## config.mk

```make
export PLATFORM = sky130hd
export DESIGN_NAME = jtframe_cpuwait
export DESIGN_NICKNAME = d
export VERILOG_FILES = /design/src/rtl/jtframe_cpuwait.sv
export SDC_FILE = /design/constraint.sdc
export NUM_CORES = 1
export LEC_CHECK = 0
export CAP_MARGIN = 20
export CORE_AREA = 2 2 39 41
export DETAILED_ROUTE_END_ITERATION = 8
export DIE_AREA = 0 0 41 43
export PLACE_DENSITY = 0.58
export SYNTH_ARGS = -nofsm -noshare
export SYNTH_HDL_FRONTEND = slang
export SYNTH_SLANG_ARGS = --single-unit
```

## constraint.sdc

```tcl
create_clock -name clk -period 2.1 [get_ports clk]
set_clock_uncertainty 0.1 [all_clocks]
set_input_delay 0.63 -clock clk [delete_from_list [all_inputs] [get_ports clk]]
set_output_delay 0.63 -clock clk [all_outputs]
set_load 0.05 [all_outputs]
```

## src/rtl/jtframe_cpuwait.sv

```systemverilog
// CPU clock-enable gating for SDRAM ROM waits and shared-memory arbitration.
// Cycles lost to a stall are counted and replayed on idle cycles when recovery is on.
module jtframe_cpuwait #(
  parameter int unsigned ROMCNT   = 1,
  parameter int unsigned DEVCNT   = 2,
  parameter int unsigned RECOVERY = 1,
  parameter int unsigned DW       = 4
) (
  input  logic              clk,
  input  logic              rst_n,
  input  logic              cen_in,
  output logic              cen_out,
  output logic              gate,
  input  logic [DEVCNT-1:0] dev_busy,
  input  logic [ROMCNT-1:0] rom_cs,
  input  logic [ROMCNT-1:0] rom_ok,
  output logic [DW-1:0]     debt
);

  localparam bit            REC_EN   = (RECOVERY != 0);
  localparam logic [DW-1:0] DEBT_MAX = '1;

  logic [ROMCNT-1:0] last_rom_cs_q, last_rom_cs_d;
  logic [ROMCNT-1:0] waitn_q, waitn_d;
  logic [DW-1:0]     debt_q, debt_d;
  logic              gate_q, gate_d;
  logic              cen_out_q, cen_out_d;
  logic [ROMCNT-1:0] cs_rise;
  logic              stall;
  logic              rec;

  // Wait tracking, stall detection and lost-cycle bookkeeping
  always_comb begin
    cs_rise       = rom_cs & ~last_rom_cs_q;
    last_rom_cs_d = rom_cs;
    waitn_d       = waitn_q;
    for (int i = 0; i < int'(ROMCNT); i++) begin
      // A new access always opens a wait, even if data is flagged ready the same cycle
      if (cs_rise[i]) begin
        waitn_d[i] = 1'b0;
      end else if (rom_ok[i] || !rom_cs[i]) begin
        waitn_d[i] = 1'b1;
      end
    end

    stall = ~(&waitn_q) | (|dev_busy);
    rec   = 1'b0;
    if (REC_EN) begin
      rec = ~stall & ~cen_in & (debt_q != '0) & ~cen_out_q;
    end

    debt_d = debt_q;
    if (REC_EN && cen_in && stall) begin
      if (debt_q != DEBT_MAX) begin
        debt_d = debt_q + DW'(1);
      end
    end else if (rec) begin
      debt_d = debt_q - DW'(1);
    end

    cen_out_d = (cen_in & ~stall) | rec;
    gate_d    = ~stall;
  end

  // Falling-edge registers so the CPU samples settled enables on the rising edge
  always_ff @(negedge clk or negedge rst_n) begin
    if (!rst_n) begin
      last_rom_cs_q <= '0;
      waitn_q       <= '1;
      debt_q        <= '0;
      gate_q        <= 1'b1;
      cen_out_q     <= 1'b0;
    end else begin
      last_rom_cs_q <= last_rom_cs_d;
      waitn_q       <= waitn_d;
      debt_q        <= debt_d;
      gate_q        <= gate_d;
      cen_out_q     <= cen_out_d;
    end
  end

  assign cen_out = cen_out_q;
  assign gate    = gate_q;
  assign debt    = debt_q;

endmodule

```

=== After elaboration in Yosys (flattened, before gate mapping) ===
Cells that the tools add are included.

* Add/sub/neg operators: 2
* Equal/unequal tests: 2
* Multiplexer cells: 5
* Bitwise logic cells: 12
* Reductions and logical operators: 8

{| class="wikitable"
|+ Operators by type and width
! operator !! count
|-
| two-way mux 4 bit || 3
|-
| bitwise AND 1 bit || 5
|-
| NOT 1 bit || 5
|-
| adder 4 x 1 -> 4 bit, second input constant || 1
|-
| inequality test 4 bit, second input constant || 1
|-
| nonzero test 2 bit || 2
|-
| nonzero test 4 bit || 1
|-
| subtractor 4 x 1 -> 4 bit, second input constant || 1
|-
| two-way mux 1 bit || 2
|-
| inequality test 2 x 1 -> 1 bit, second input constant || 1
|-
| OR 1 bit || 2
|-
| AND reduction 2 bit || 1
|-
| OR reduction 2 bit || 1
|-
| logical AND 1 bit || 1
|-
| zero test 1 bit || 1
|-
| logical OR 1 bit || 1
|}

* Register bits after elaboration: 8
* Input bits: 7
* Output and inout bits: 6

=== Longest topological paths before layout ===
* Depth after elaboration: 8
* Depth in mapped cells: 7

==> report_table.html <==
<table>
<tr><th>Metric</th><th>Value</th></tr>
<tr><th colspan="2">Power and ir drop</th></tr>
<tr><td>Total power per unit cell area</td><td>1460 nW/um^2</td></tr>
<tr><td>Maximum resistive drop on vdd</td><td>~600 uV</td></tr>
<tr><td>Share of power burned in the clock network</td><td>13.6%</td></tr>
<tr><td>Proportion of total power due to net switching</td><td>between 40% and 50%</td></tr>
<tr><td>Total internal power</td><td>0.642 mW</td></tr>
<tr><td>Part of the total power dissipated in sequential elements</td><td>23.2%</td></tr>
<tr><td>Leakage power total</td><td>0.361 nW</td></tr>
<tr><td>Combinational cell fraction of total power</td><td>63.2%</td></tr>
<tr><td>Switching component of the power</td><td>0.440 mW</td></tr>
<tr><th colspan="2">Drt</th></tr>
<tr><td>Total length of routed wires</td><td>866 um</td></tr>
<tr><td>Average wire length per cell after detail routing</td><td>roughly 12 um</td></tr>
<tr><td>Via density per instance</td><td>roughly 4.5</td></tr>
<tr><td>Antenna Nets Post-Route</td><td>0</td></tr>
<tr><td>Initial drt markers</td><td>1</td></tr>
<tr><td>WL met3</td><td>22 um</td></tr>
<tr><td>Number of design rule violations left after detail routing</td><td>0</td></tr>
<tr><td>Routed met2 length</td><td>461 um</td></tr>
<tr><td>Sum of routed wire segments on met1</td><td>approximately 360 um</td></tr>
<tr><td>Vias post-DR</td><td>between 300 and 400</td></tr>
<tr><td>Number of iterations in the first detailed-routing pass</td><td>2</td></tr>
<tr><td>Top routing layer used</td><td>met4</td></tr>
<tr><th colspan="2">Yosys</th></tr>
<tr><td>Number of distinct standard cells referenced by the synthesized netlist</td><td>19</td></tr>
<tr><td>Net count of the mapped netlist</td><td>42</td></tr>
<tr><td>Avg Synthesized Cell Area</td><td>12.4 um^2</td></tr>
<tr><td>Gate count after technology mapping</td><td>32</td></tr>
<tr><td>Portion of the post-synthesis area used by sequential elements</td><td>51.3%</td></tr>
<tr><td>Flip-flop and latch count after synthesis</td><td>8</td></tr>
<tr><td>Number of warnings reported in the yosys synthesis log</td><td>0</td></tr>
<tr><td>Cell Area, Synth</td><td>395 um^2</td></tr>
<tr><th colspan="2">Final layout</th></tr>
<tr><td>Share of the core filled with cells in the final layout</td><td>a little over half</td></tr>
<tr><td>N_diodes</td><td>0</td></tr>
<tr><td>Area growth syn-to-layout</td><td>87.3%</td></tr>
<tr><td>Finished layout cell area</td><td>741 um^2</td></tr>
<tr><td>NumNets Final</td><td>70</td></tr>
<tr><td>Multi-input combinational cell area</td><td>228 um^2</td></tr>
<tr><td>Fill cell total of the finished layout</td><td>116</td></tr>
<tr><td>Sequential cell area</td><td>203 um^2</td></tr>
<tr><td>Layout cell share with drive strength beyond 1</td><td>roughly 58%</td></tr>
<tr><th colspan="2">Placement</th></tr>
<tr><td>Half-perimeter wire length of the detailed placement result</td><td>703 um</td></tr>
<tr><td>Area after DPL</td><td>689 um^2</td></tr>
<tr><td>Gpl congestion</td><td>0.811</td></tr>
<tr><td>Count of input and output buffers</td><td>12</td></tr>
<tr><th colspan="2">Global route</th></tr>
<tr><td>Pin count of the biggest net entering global routing</td><td>6</td></tr>
<tr><td>Wire length of the first global-routing pass</td><td>around 1600 um</td></tr>
<tr><td>Via count of the first global-routing pass</td><td>365</td></tr>
<tr><td>Total gr overflow</td><td>0</td></tr>
<tr><td>Global router's overall resource usage</td><td>13.8%</td></tr>
<tr><td>Number of antenna violations at the first check in global routing</td><td>0</td></tr>
<tr><th colspan="2">Die</th></tr>
<tr><td>Chip height</td><td>43 um</td></tr>
<tr><td>Effective utilization at floorplan</td><td>28.6%</td></tr>
<tr><td>I/O pin count</td><td>13</td></tr>
<tr><td>Chip width</td><td>41 um</td></tr>
<tr><td>DIE AREA</td><td>1760 um^2</td></tr>
<tr><td>Cell row count</td><td>14</td></tr>
<tr><td>Area of the core region</td><td>1380 um^2</td></tr>
<tr><th colspan="2">Critical path</th></tr>
<tr><td>Critical path capture point type</td><td>flip-flop</td></tr>
<tr><td>Required time worst endpoint</td><td>1.07 ns</td></tr>
<tr><td>Worst path arrival time</td><td>2.06 ns</td></tr>
<tr><td>Reg2Reg Depth</td><td>4</td></tr>
<tr><td>Slack of the worst reg-to-reg path</td><td>-0.05 ns</td></tr>
<tr><td>Critical Path Start Type</td><td>input pin</td></tr>
<tr><td>CP max FO</td><td>4</td></tr>
<tr><td>Start-to-end type of the worst setup path</td><td>in2reg</td></tr>
<tr><th colspan="2">STA</th></tr>
<tr><td>Fin Setup TNS</td><td>-7.52 ns</td></tr>
<tr><td>Normalized max-slew margin</td><td>77.4%</td></tr>
<tr><td>Worst slew pin tran</td><td>0.337 ns</td></tr>
<tr><td>Count of final setup violators</td><td>12</td></tr>
<tr><td>Final number of hold-violating endpoints</td><td>0</td></tr>
<tr><td>Setup slack of the critical path after layout</td><td>-0.993 ns</td></tr>
<tr><td>RSZ-0062 raised after global routing</td><td>yes</td></tr>
<tr><td>Max Slew Vio Count</td><td>0</td></tr>
<tr><th colspan="2">Clock network</th></tr>
<tr><td>Root Buffer</td><td>sky130_fd_sc_hd__clkbuf_4</td></tr>
<tr><td>Clock transition at the registers of the reported paths</td><td>0.05 ns</td></tr>
<tr><td>Clock latency reported for the late side of the worst-skew pair</td><td>approximately 0.31 ns</td></tr>
<tr><td>Clk sink count</td><td>8</td></tr>
<tr><td>Number of hold-repair buffers added at the cts stage</td><td>0</td></tr>
<tr><td>Clock tree from TritonCTS</td><td>built</td></tr>
<tr><td>CTS max path bufs</td><td>2</td></tr>
<tr><td>H-tree depth reported by CTS</td><td>1</td></tr>
<tr><td>Cts bufs inserted</td><td>3</td></tr>
<tr><th colspan="2">Run</th></tr>
<tr><td>Max cap viols</td><td>0</td></tr>
<tr><th colspan="2">Outcome</th></tr>
<tr><td>Status</td><td>complete, but fails checks</td></tr>
<tr><td>Failing checks</td><td>negative setup slack</td></tr>
<tr><th colspan="2">Min path</th></tr>
<tr><td>Hold path depth</td><td>2</td></tr>
<tr><td>Worst min path class</td><td>reg2reg</td></tr>
</table>
## per-layer routing
layer  vias to the layer above  global-route usage, %
met5                         -                      0
met4                         0                   10.0
met3                         4                   3.14
met2                         6                   20.9
met1                       161                   16.2
li1                        169                      -
## final cells by class
| class | count | area share (%) |
|---|---|---|
| repair buffers | 22 | 34.1 |
| multi-input cells | 22 | 30.7 |
| flip-flops and latches | 8 | 27.4 |
| clock buffers | 4 | 3.55 |
| well taps | 16 | 2.70 |
| clock inverters | 2 | 1.01 |
| inverters | 1 | 0.507 |
## placed cells by master, fill, tap and decap left out, types with 2 or more instances in the layout
master / instances
sky130_fd_sc_hd__buf_4: 9
sky130_fd_sc_hd__nand2_4: 2
sky130_fd_sc_hd__clkbuf_4: 3
sky130_fd_sc_hd__inv_1: 2
sky130_fd_sc_hd__buf_12: 6
sky130_fd_sc_hd__mux2_4: 2
sky130_fd_sc_hd__buf_2: 2
sky130_fd_sc_hd__buf_6: 2
sky130_fd_sc_hd__dfrtn_1: 6
sky130_fd_sc_hd__dfstp_2: 2
sky130_fd_sc_hd__xor2_1: 3
sky130_fd_sc_hd__clkdlybuf4s50_1: 2
## cells by family (layout without fill, tap and decap cells)
group	after synthesis	count (layout)	synth area share (%)
and+or+nand+nor	9	9	14.2
AOI/OAI and AO/OA	4	4	6.33
muxes	3	3	8.23
adders and majority gates	3	3	11.4
xor gates and xnor gates	3	3	6.65
DFF	8	8	51.3
buffers and inverters	2	29	1.90
## per-stage QoR
step | instances | setup WS (ns) | total power, mW | hold slack, ns
5_1_grt | 75 | -1.07 | 1.14 | 0.325
2_1_floorplan | 32 | -1.15 | 0.590 | 0.316
3_5_place_dp | 69 | -1.61 | 0.918 | 0.385
6_report | 75 | -0.993 | 1.08 | 0.303
4_1_cts | 75 | -1.02 | 1.08 | 0.355
3_3_place_gp | 69 | -1.60 | 0.899 | 0.331
## critical path: stages
cell and delay [ns]:
sky130_fd_sc_hd__buf_6 0.09, sky130_fd_sc_hd__or3b_4 0.42, sky130_fd_sc_hd__or4_4 0.52, sky130_fd_sc_hd__nand2_4 0.10, sky130_fd_sc_hd__mux2_4 0.30
## path summary, 6_finish.rpt
check | startpoint | endpoint
hold reg to reg | last_rom_cs_q | waitn_q
setup / recovery | dev_busy[1] | debt[2]
max in group asynchronous | rst_n | cen_out
hold / removal | last_rom_cs_q | waitn_q
setup reg to reg | waitn_q | debt[2]
min in group asynchronous | rst_n | last_rom_cs_q
## what timing repair did
action,in CTS,in global routing
pin swaps,3,2
resized for setup,15,4
setup buffers,1,0
setup endpoints to repair,13,13
## power by group through the flow
| stage | Sequential, mW | Combinational (mW) | Clock, mW |
|---|---|---|---|
| after global routing | 0.257 | 0.723 | 0.164 |
| after CTS | 0.252 | 0.683 | 0.147 |
| after global placement | 0.252 | 0.638 | 0.00895 |
| after detailed placement | 0.254 | 0.655 | 0.00895 |
| final | 0.251 | 0.683 | 0.147 |
| after floorplan | 0.417 | 0.165 | 0.00895 |
## synthesized netlist by cell type
| cell | number | area [um^2] |
|---|---|---|
| sky130_fd_sc_hd__dfrtn_1 | 6 | 150 |
| sky130_fd_sc_hd__nand2_1 | 3 | 11.3 |
| sky130_fd_sc_hd__xor2_1 | 3 | 26.3 |
| sky130_fd_sc_hd__dfstp_2 | 2 | 52.6 |
| sky130_fd_sc_hd__ha_1 | 2 | 25.0 |
| sky130_fd_sc_hd__inv_1 | 2 | 7.51 |
| sky130_fd_sc_hd__mux2_2 | 2 | 22.5 |
| sky130_fd_sc_hd__a21o_1 | 1 | 7.51 |
| sky130_fd_sc_hd__a21oi_1 | 1 | 5.00 |
| sky130_fd_sc_hd__fa_1 | 1 | 20.0 |
| sky130_fd_sc_hd__mux2i_1 | 1 | 10.0 |
| sky130_fd_sc_hd__nand3_1 | 1 | 5.00 |
| sky130_fd_sc_hd__nand4_1 | 1 | 6.26 |
| sky130_fd_sc_hd__nor3_1 | 1 | 5.00 |
| sky130_fd_sc_hd__nor4_1 | 1 | 6.26 |
| sky130_fd_sc_hd__o21a_1 | 1 | 7.51 |
| sky130_fd_sc_hd__o21ai_0 | 1 | 5.00 |
| sky130_fd_sc_hd__or3b_4 | 1 | 11.3 |
| sky130_fd_sc_hd__or4_4 | 1 | 11.3 |
## registers in the layout, indices dropped and copies added, names as in the netlist
| register | cells |
|---|---|
| cen_out | 1 |
| debt | 4 |
| gate | 1 |
| last_rom_cs_q | 1 |
| waitn_q | 1 |
No activity file was read; power rests on OpenSTA's default activity.
